### src/rtl/contador_5bits.sv
// rtl/contador_5bits.sv - run/pause 5-bit counter with synchronised, debounced button controls
// Wraps or saturates at the range ends and flags completion in saturate mode.

module contador_5bits_debounce #(
    parameter int CYC = 1000000
) (
    input  logic clk,
    input  logic reset,
    input  logic din,
    output logic pulse
);
    localparam int DW = $clog2(CYC + 1);
    localparam logic [DW-1:0] LAST = DW'(CYC - 1);

    logic [DW-1:0] cnt;
    logic          level;
    logic          level_q;

    // The accepted level only moves after CYC consecutive cycles of disagreement;
    // the pulse marks its rising edge one cycle later.
    always_ff @(posedge clk or posedge reset) begin
        if (reset) begin
            cnt     <= '0;
            level   <= 1'b0;
            level_q <= 1'b0;
            pulse   <= 1'b0;
        end else begin
            level_q <= level;
            pulse   <= level & ~level_q;
            if (din != level) begin
                if (cnt == LAST) begin
                    level <= din;
                    cnt   <= '0;
                end else begin
                    cnt <= cnt + DW'(1);
                end
            end else begin
                cnt <= '0;
            end
        end
    end
endmodule

module contador_5bits #(
    parameter int DIV_TICK     = 50000000,
    parameter int DEBOUNCE_CYC = 1000000,
    parameter int MAX_VAL      = 31
) (
    input  logic       clk,
    input  logic       reset,
    input  logic       botao_start,
    input  logic       botao_zera,
    input  logic       sentido,
    input  logic       modo_parada,
    output logic [4:0] S,
    output logic       contando,
    output logic       fim
);
    localparam int PW = $clog2(DIV_TICK);
    localparam logic [PW-1:0] PRE_LAST = PW'(DIV_TICK - 1);
    localparam logic [4:0]    MAXV     = 5'(MAX_VAL);

    typedef enum logic [1:0] {
        PARADO   = 2'd0,
        CONTANDO = 2'd1,
        FIM      = 2'd2
    } state_t;

    state_t        state;
    logic [PW-1:0] presc;
    logic [3:0]    sync1;
    logic [3:0]    sync2;
    logic          ev_start;
    logic          ev_zera;
    logic          tick;
    logic [4:0]    cnt_next;
    logic          hit_end;

    always_ff @(posedge clk or posedge reset) begin
        if (reset) begin
            sync1 <= '0;
            sync2 <= '0;
        end else begin
            sync1 <= {modo_parada, sentido, botao_zera, botao_start};
            sync2 <= sync1;
        end
    end

    contador_5bits_debounce #(.CYC(DEBOUNCE_CYC)) u_db_start (
        .clk   (clk),
        .reset (reset),
        .din   (sync2[0]),
        .pulse (ev_start)
    );

    contador_5bits_debounce #(.CYC(DEBOUNCE_CYC)) u_db_zera (
        .clk   (clk),
        .reset (reset),
        .din   (sync2[1]),
        .pulse (ev_zera)
    );

    assign tick = (state == CONTANDO) && (presc == PRE_LAST);

    // sync2[2] = count down, sync2[3] = saturate
    always_comb begin
        cnt_next = S;
        hit_end  = 1'b0;
        if (!sync2[2]) begin
            if (!sync2[3]) begin
                cnt_next = (S == MAXV) ? 5'd0 : S + 5'd1;
            end else if (S == MAXV) begin
                hit_end = 1'b1;
            end else begin
                cnt_next = S + 5'd1;
                hit_end  = ((S + 5'd1) == MAXV);
            end
        end else begin
            if (!sync2[3]) begin
                cnt_next = (S == 5'd0) ? MAXV : S - 5'd1;
            end else if (S == 5'd0) begin
                hit_end = 1'b1;
            end else begin
                cnt_next = S - 5'd1;
                hit_end  = (S == 5'd1);
            end
        end
    end

    // Clear wins over start and tick; the prescaler only advances while counting.
    always_ff @(posedge clk or posedge reset) begin
        if (reset) begin
            state <= PARADO;
            S     <= 5'd0;
            presc <= '0;
        end else if (ev_zera) begin
            state <= PARADO;
            S     <= 5'd0;
            presc <= '0;
        end else begin
            case (state)
                PARADO: begin
                    if (ev_start) begin
                        state <= CONTANDO;
                        presc <= '0;
                    end
                end
                CONTANDO: begin
                    if (ev_start) begin
                        state <= PARADO;
                    end else if (tick) begin
                        presc <= '0;
                        S     <= cnt_next;
                        if (hit_end) begin
                            state <= FIM;
                        end
                    end else begin
                        presc <= presc + PW'(1);
                    end
                end
                FIM: begin
                end
                default: state <= PARADO;
            endcase
        end
    end

    assign contando = (state == CONTANDO);
    assign fim      = (state == FIM);
endmodule

### config.mk
export PLATFORM = sky130hd
export DESIGN_NAME = contador_5bits
export DESIGN_NICKNAME = d
export VERILOG_FILES = /design/src/rtl/contador_5bits.sv
export SDC_FILE = /design/constraint.sdc
export NUM_CORES = 1
export LEC_CHECK = 0
export BUFFER_PORTS_ARGS = -buffer_cell sky130_fd_sc_hd__buf_2
export CORE_AREA = 2 2 88 90
export CTS_CLUSTER_DIAMETER = 150
export DETAILED_ROUTE_END_ITERATION = 8
export DIE_AREA = 0 0 90 92
export PLACE_DENSITY_LB_ADDON = 0.12
export SLEW_MARGIN = 40
export SYNTH_ARGS = -nofsm -noshare
export SYNTH_HDL_FRONTEND = slang
export SYNTH_HIERARCHICAL = 1
export SYNTH_SLANG_ARGS = --single-unit
export TNS_END_PERCENT = 5
### constraint.sdc
create_clock -name clk -period 4.8 [get_ports clk]
set_input_delay 0.48 -clock clk [delete_from_list [all_inputs] [get_ports clk]]
set_output_delay 0.48 -clock clk [all_outputs]
set_load 0.03 [all_outputs]
# [Word level (Yosys, flattened, before mapping)]
# Index checks and enable logic that the tools add are counted.
[op_classes] reduce_logical=11 n_mux=31 n_addsub=5 n_eq_ne=18 bitwise_logic=4
[ops] operator="two-way mux 26 bit" count=4
[ops] operator="two-way mux 20 bit" count=4
[ops] operator="two-way mux 5 bit" count=11
[ops] operator="one-hot mux 26 bit (2 select lines)" count=1
[ops] operator="adder 20 x 1 -> 20 bit, second input constant" count=2
[ops] operator="== test 20 bit, second input constant" count=2
[ops] operator="adder 26 x 1 -> 26 bit, second input constant" count=1
[ops] operator="== test 26 bit, second input constant" count=1
[ops] operator="== test 5 bit, second input constant" count=2
[ops] operator="two-way mux 2 bit" count=5
[ops] operator="!= test 4 x 1 -> 1 bit, second input constant" count=2
[ops] operator="!= test 4 x 3 -> 1 bit, second input constant" count=2
[ops] operator="one-hot mux 2 bit (3 select lines)" count=1
[ops] operator="adder 5 x 1 -> 5 bit, second input constant" count=1
[ops] operator="== test 5 x 1 -> 1 bit, second input constant" count=1
[ops] operator="logical NOT 5 bit" count=1
[ops] operator="two-way mux 1 bit" count=5
[ops] operator="AND reduction 5 bit" count=1
[ops] operator="subtractor 5 x 1 -> 5 bit, second input constant" count=1
[ops] operator="!= test 2 x 1 -> 1 bit, second input constant" count=2
[ops] operator="AND reduction 2 bit" count=2
[ops] operator="AND reduction 4 bit" count=1
[ops] operator="nonzero test 2 bit" count=2
[ops] operator="!= test 3 x 1 -> 1 bit, second input constant" count=1
[ops] operator="10 further kinds" count=13
[word_totals] inputBits=6 reg_bits=87

# [Depth between registers and ports, before layout]
[depth] ltp_word=10 mapped_depth=8 mapped_depth_nobuf=8

# [By module]
# Netlist, hierarchy kept.
[modules_own_cells] module="contador_5bits" area_each_um2=2413.6 instances=1 seq_area_each_um2=1026.0 cells_each=251
[modules_own_cells] module="contador_5bits_debounce" area_each_um2=1118.6 instances=2 seq_area_each_um2=575.6 cells_each=112

# [Least setup slack after synthesis]
# OpenSTA, ideal clock, no wires.
[synth_path] kind="flip-flop to flip-flop" startpoint="reg S[0]" endpoint="reg S[2]" t_required_ns=4.717 path_buffers=0 stages_incl_launch_ff=8 t_arrival_ns=2.117 setup_slack_ns=2.600 path_cell_list="dfrtp_1 > inv_1 > ha_1 > or4b_1 > o22ai_1 > nor4b_2 > or3b_2 > o21ai_0"
[synth_between] elab_chain_len=8 word_cells_on_any_way=18 classes_between="2 x add/sub; 3 x eq/ne; 11 x mux; 2 x reduce/logical"
[synth_rtl] item="start: declaration" line="55" rtl="output logic [4:0] S,"
[synth_rtl] item="start signal: assignment" line="153" rtl="S <= cnt_next;"
[synth_rtl] item="adder 5 x 1 -> 5 bit, or another cell as far along" line="111, 115"
[synth_rtl] item="two-way mux 5 bit (on tied branches)"
[synth_rtl] item="two-way mux 5 bit (on tied branches)" line="110, 119"
[synth_rtl] item="two-way mux 5 bit" line="109" rtl="if (!sync2[2]) begin"
[synth_rtl] item="two-way mux 5 bit" line="151" rtl="end else if (tick) begin"
[synth_rtl] item="two-way mux 5 bit" line="149" rtl="if (ev_start) begin"
[synth_rtl] item="two-way mux 5 bit" line="141" rtl="case (state)"
[synth_rtl] item="two-way mux 5 bit" line="136" rtl="end else if (ev_zera) begin"
# Several ways; a longest one is shown, not always the timed one. The select of a mux whose other input is x is not followed.
# A chain may end at the register's enable or synchronous reset.

# [Worst setup path in the final report]
[layout_path] startpoint="reg S[0]" endpoint="reg S[4]"
# Same word-level chain as after synthesis.

==> tab_implementation.tex <==
\begin{tabular}{lr}
\hline
Metric & Value \\
\hline
\multicolumn{2}{l}{\textbf{Outcome}} \\
Result of the run & complete, no violations \\
\multicolumn{2}{l}{\textbf{Timing}} \\
Worst Tran Pin Value & 0.752 ns \\
Worst max-slew margin expressed relative to the limit & 0.499 \\
Max Slew Vio Count & 0 \\
Final period util & 0.483 \\
Min Clock Period, post-route & 2.32 ns \\
Worst clock skew on the final layout & 0.00677 ns \\
Final setup violation count & 0 \\
Final setup TNS & 0 ns \\
Setup repair after global routing missed its margin & no \\
Maximum clock frequency & 0.431 GHz \\
Count of endpoints failing hold in the final timing report & 0 \\
\multicolumn{2}{l}{\textbf{Routing}} \\
DRT Pass-1 Iters & 5 \\
Number of DRC violations after detailed-routing iteration 0 & 252 \\
Detailed Route WL & 8780 um \\
Final ANT Viol Nets & 0 \\
Total DRC errors in the routed layout & 0 \\
WL per Instance & 14.8 um \\
Via density & 5.89 \\
Via Count & 3,500 \\
\multicolumn{2}{l}{\textbf{Critical path}} \\
Setup slack of the most critical reg-to-reg path & 2.48 ns \\
Critical path data required time & 5.07 ns \\
Terminus of the critical flop-to-flop path & S[4] \\
Nature of the critical path endpoint & register \\
Data arrival time of the worst path & 2.59 ns \\
End point of the critical path & S[4] \\
Critical Path Source & S[0] \\
Startpoint of the worst-slack reg-to-reg timing path & S[0] \\
Maximum fanout count along the critical path & 7 \\
Reg2Reg Depth & 8 \\
Critical path startpoint category & register \\
Critical path start-end classification & reg -> reg \\
\multicolumn{2}{l}{\textbf{Finish}} \\
Multi-input logic area & 0.00232 sq mm \\
Antenna diodes & 0 \\
Proportion of layout cells with a drive suffix above 1 & 0.122 \\
Final design area excluding fillers & 0.00497 sq mm \\
Final-layout fill cell count & 622 \\
Sequential Area & 0.00218 sq mm \\
Final net count & 503 \\
Synthesis-to-layout area growth & 6.83\% \\
\multicolumn{2}{l}{\textbf{Global route}} \\
Busiest layer in global routing & met2 \\
GR met3 Demand/Resource & 0.0394 \\
Total routing usage reported by global routing & 0.231 \\
Overflow left after global routing & 0 \\
Wire length of the first global-routing pass & 15,500 um \\
Global routing usage on met1 & 0.312 \\
Initial antenna violation count & 0 \\
Largest net degree at the start of global routing & 42 \\
Vias in the first global route & 3,333 \\
Met2 Resource Use GR & 0.378 \\
\multicolumn{2}{l}{\textbf{CTS}} \\
Post CTS Setup Buffer Count & 0 \\
Clock Tree Buf Depth & 2 \\
Post-cts repair resize count & 0 \\
Clock sink count & 87 \\
Worst-Skew Late Latency & 0.35 ns \\
Root buffer selected by CTS & clkbuf\_8 \\
Total CTS buffers & 9 \\
Clock tree from TritonCTS & done \\
Post-cts hold buffer count & 0 \\
Clock slew at reported path FFs & 0.08 ns \\
Total number of H-tree levels & 3 \\
\multicolumn{2}{l}{\textbf{Placement}} \\
Global placer's final weighted congestion & 0.899 \\
Post-detailed-placement half-perimeter wirelength & 6050 um \\
Placed Instance Area & 0.00478 sq mm \\
IO buf count & 12 \\
\multicolumn{2}{l}{\textbf{Synth}} \\
Net Count, Synth & 490 \\
Synthesis-stage register bit count & 87 \\
Number of warnings reported in the yosys synthesis log & 6 \\
Mean instance size in the synthesized netlist & 9.79 sq um \\
Post-synth EDFFs & 0 \\
Cell area after synthesis & 0.00465 sq mm \\
Fraction of registers with async set or reset after synthesis & 1.00 \\
Cell variety after synth & 58 \\
Most instantiated flip-flop cell in the synthesis netlist & dfrtp\_1 \\
Gate Count Post-Synth & 475 \\
Sequential fraction of the synthesis area & 0.468 \\
\multicolumn{2}{l}{\textbf{Die}} \\
Chip Height & 92 um \\
Initial cell density of the core & 0.624 \\
Floorplan die area & 0.00828 sq mm \\
Core Box Area & 0.00745 sq mm \\
Number of ports placed on the die boundary & 13 \\
Die W & 90 um \\
Cell Rows & 32 \\
\multicolumn{2}{l}{\textbf{Power and ir drop}} \\
Power density over the cells & 253 mW/mm\^{}2 \\
Leak pwr & 0.00212 uW \\
Worst supply voltage drop on vdd & 0.275 mV \\
\multicolumn{2}{l}{\textbf{Min path}} \\
Path class of the lowest-slack min-delay path & in -> async \\
\multicolumn{2}{l}{\textbf{Run}} \\
Max-capacitance violation count & 0 \\
\hline
\end{tabular}
## placed cells by master (no fill, tap or decap), drive strengths merged, types with 3 or more instances in the layout
master	count
o21ai	14
nor3	19
nor4b	4
nand2b	7
nand3	25
nor4	19
or4	7
nor2	73
inv	24
or4b	5
nand2	24
a31oi	4
ha	9
xnor2	38
xor2	17
or3	6
mux2	3
or2	4
dfrtp	87
clkbuf	13
nand4	20
and3	7
buf	13
a21oi	15
## per-layer routing
layer	vias up	routed length, um
met1	1707	4040
met4	0	124
met3	9	323
met5	-	0
met2	80	4290
li1	1704	-
## logic make-up after synthesis
| kind of cell | Yosys count | synth area share |
|---|---|---|
| simple gates | 234 | 0.282 |
| flops | 87 | 0.468 |
| xor+xnor | 55 | 0.104 |
| compound gates | 50 | 0.0759 |
| buf+inv | 35 | 0.0350 |
| fa+ha+maj | 9 | 0.0242 |
| mux | 5 | 0.0116 |
## worst max-delay path, stage by stage, from the launching register on
cell,delay [ns]
dfrtp_1,0.45
ha_1,0.26
and3_1,0.19
ha_1,0.21
nand2b_1,0.15
o22ai_1,0.12
nor4b_2,0.48
o221ai_1,0.22
a21oi_1,0.17
## through the flow
stage | hold slack, ns | setup slack [ns] | util | power (uW) | std cells
after floorplan | 0.331 | 2.60 | - | 788 | 475
after global placement | 0.334 | 2.53 | 0.641 | 797 | 579
after detailed placement | 0.335 | 2.40 | 0.641 | 799 | 579
after CTS | 0.166 | 2.39 | 0.666 | 1270 | 594
after global routing | 0.208 | 2.26 | 0.667 | 1310 | 594
final | 0.166 | 2.48 | 0.667 | 1260 | 594
## cells in the mapped netlist (2+ instances only)
| cell type | n | area share |
|---|---|---|
| a31oi_1 | 4 | 0.0054 |
| nand4b_1 | 2 | 0.0038 |
| nor3b_1 | 2 | 0.0032 |
| and3_1 | 6 | 0.0081 |
| clkbuf_1 | 6 | 0.0048 |
| mux2_2 | 3 | 0.0073 |
| nor3_1 | 19 | 0.020 |
| o21ai_0 | 11 | 0.012 |
| or2_2 | 3 | 0.0040 |
| ha_1 | 9 | 0.024 |
| or4b_1 | 5 | 0.011 |
| nand2b_1 | 7 | 0.0094 |
| or3b_2 | 2 | 0.0038 |
| nand4_1 | 19 | 0.026 |
| nand2_1 | 24 | 0.019 |
| nor4_1 | 17 | 0.023 |
| nand3_1 | 25 | 0.027 |
| inv_1 | 24 | 0.019 |
| nand3b_1 | 2 | 0.0032 |
| xor2_1 | 17 | 0.032 |
| o211a_1 | 2 | 0.0043 |
| dfrtp_1 | 87 | 0.47 |
| buf_6 | 4 | 0.0097 |
| or4_1 | 4 | 0.0065 |
| o21ai_4 | 2 | 0.0070 |
| nor2b_1 | 2 | 0.0027 |
| nor2_1 | 72 | 0.058 |
| xnor2_1 | 38 | 0.072 |
| and4_2 | 2 | 0.0043 |
| a211oi_1 | 2 | 0.0032 |
| a31o_2 | 2 | 0.0038 |
| o221a_2 | 2 | 0.0048 |
| or3_1 | 6 | 0.0081 |
| mux2i_1 | 2 | 0.0043 |
| nor4_4 | 2 | 0.0091 |
| a21oi_1 | 14 | 0.015 |
| or4_4 | 3 | 0.0073 |
| nor4b_1 | 2 | 0.0038 |
## power by group
group	internal [uW]	switching (uW)	total [uW]	leakage, uW
clock network	228	245	473	0.0000878
logic	9.35	26.4	35.8	0.000841
registers	740	7.04	747	0.00119
total	977	278	1260	0.00212
## flip-flops by register name, indices dropped and copies added, names as in the netlist
| signal | cells |
|---|---|
| sync1 | 4 |
| sync2 | 4 |
| u_db_start/level | 1 |
| u_db_zera/level_q | 1 |
| state | 2 |
| u_db_zera/cnt | 20 |
| presc | 26 |
| u_db_zera/pulse | 1 |
| u_db_start/cnt | 20 |
| S | 5 |
| u_db_start/pulse | 1 |
| u_db_zera/level | 1 |
| u_db_start/level_q | 1 |
## area by class of cell
cell class | instances | area share
multi-input combinational | 353 | 0.467
sequential | 87 | 0.438
tap | 102 | 0.0257
timing repair buffer | 13 | 0.0136
clock inverter | 2 | 0.00302
inverter | 24 | 0.0181
clock buffer | 13 | 0.0340
## worst min-delay path by stage
stage / startpoint / end / slack [ns] / cells after the start
floorplan: sync1[0] / sync2[0] / 0.33 / 0
global placement: sync1[0] / sync2[0] / 0.33 / 0
detailed placement: sync1[0] / sync2[0] / 0.33 / 0
CTS: reset / u_db_start/cnt[19] / 0.17 / 2
global route: reset / u_db_start/cnt[9] / 0.21 / 2
finish: reset / u_db_zera/cnt[1] / 0.17 / 2
(Power assumes the default switching activity.)
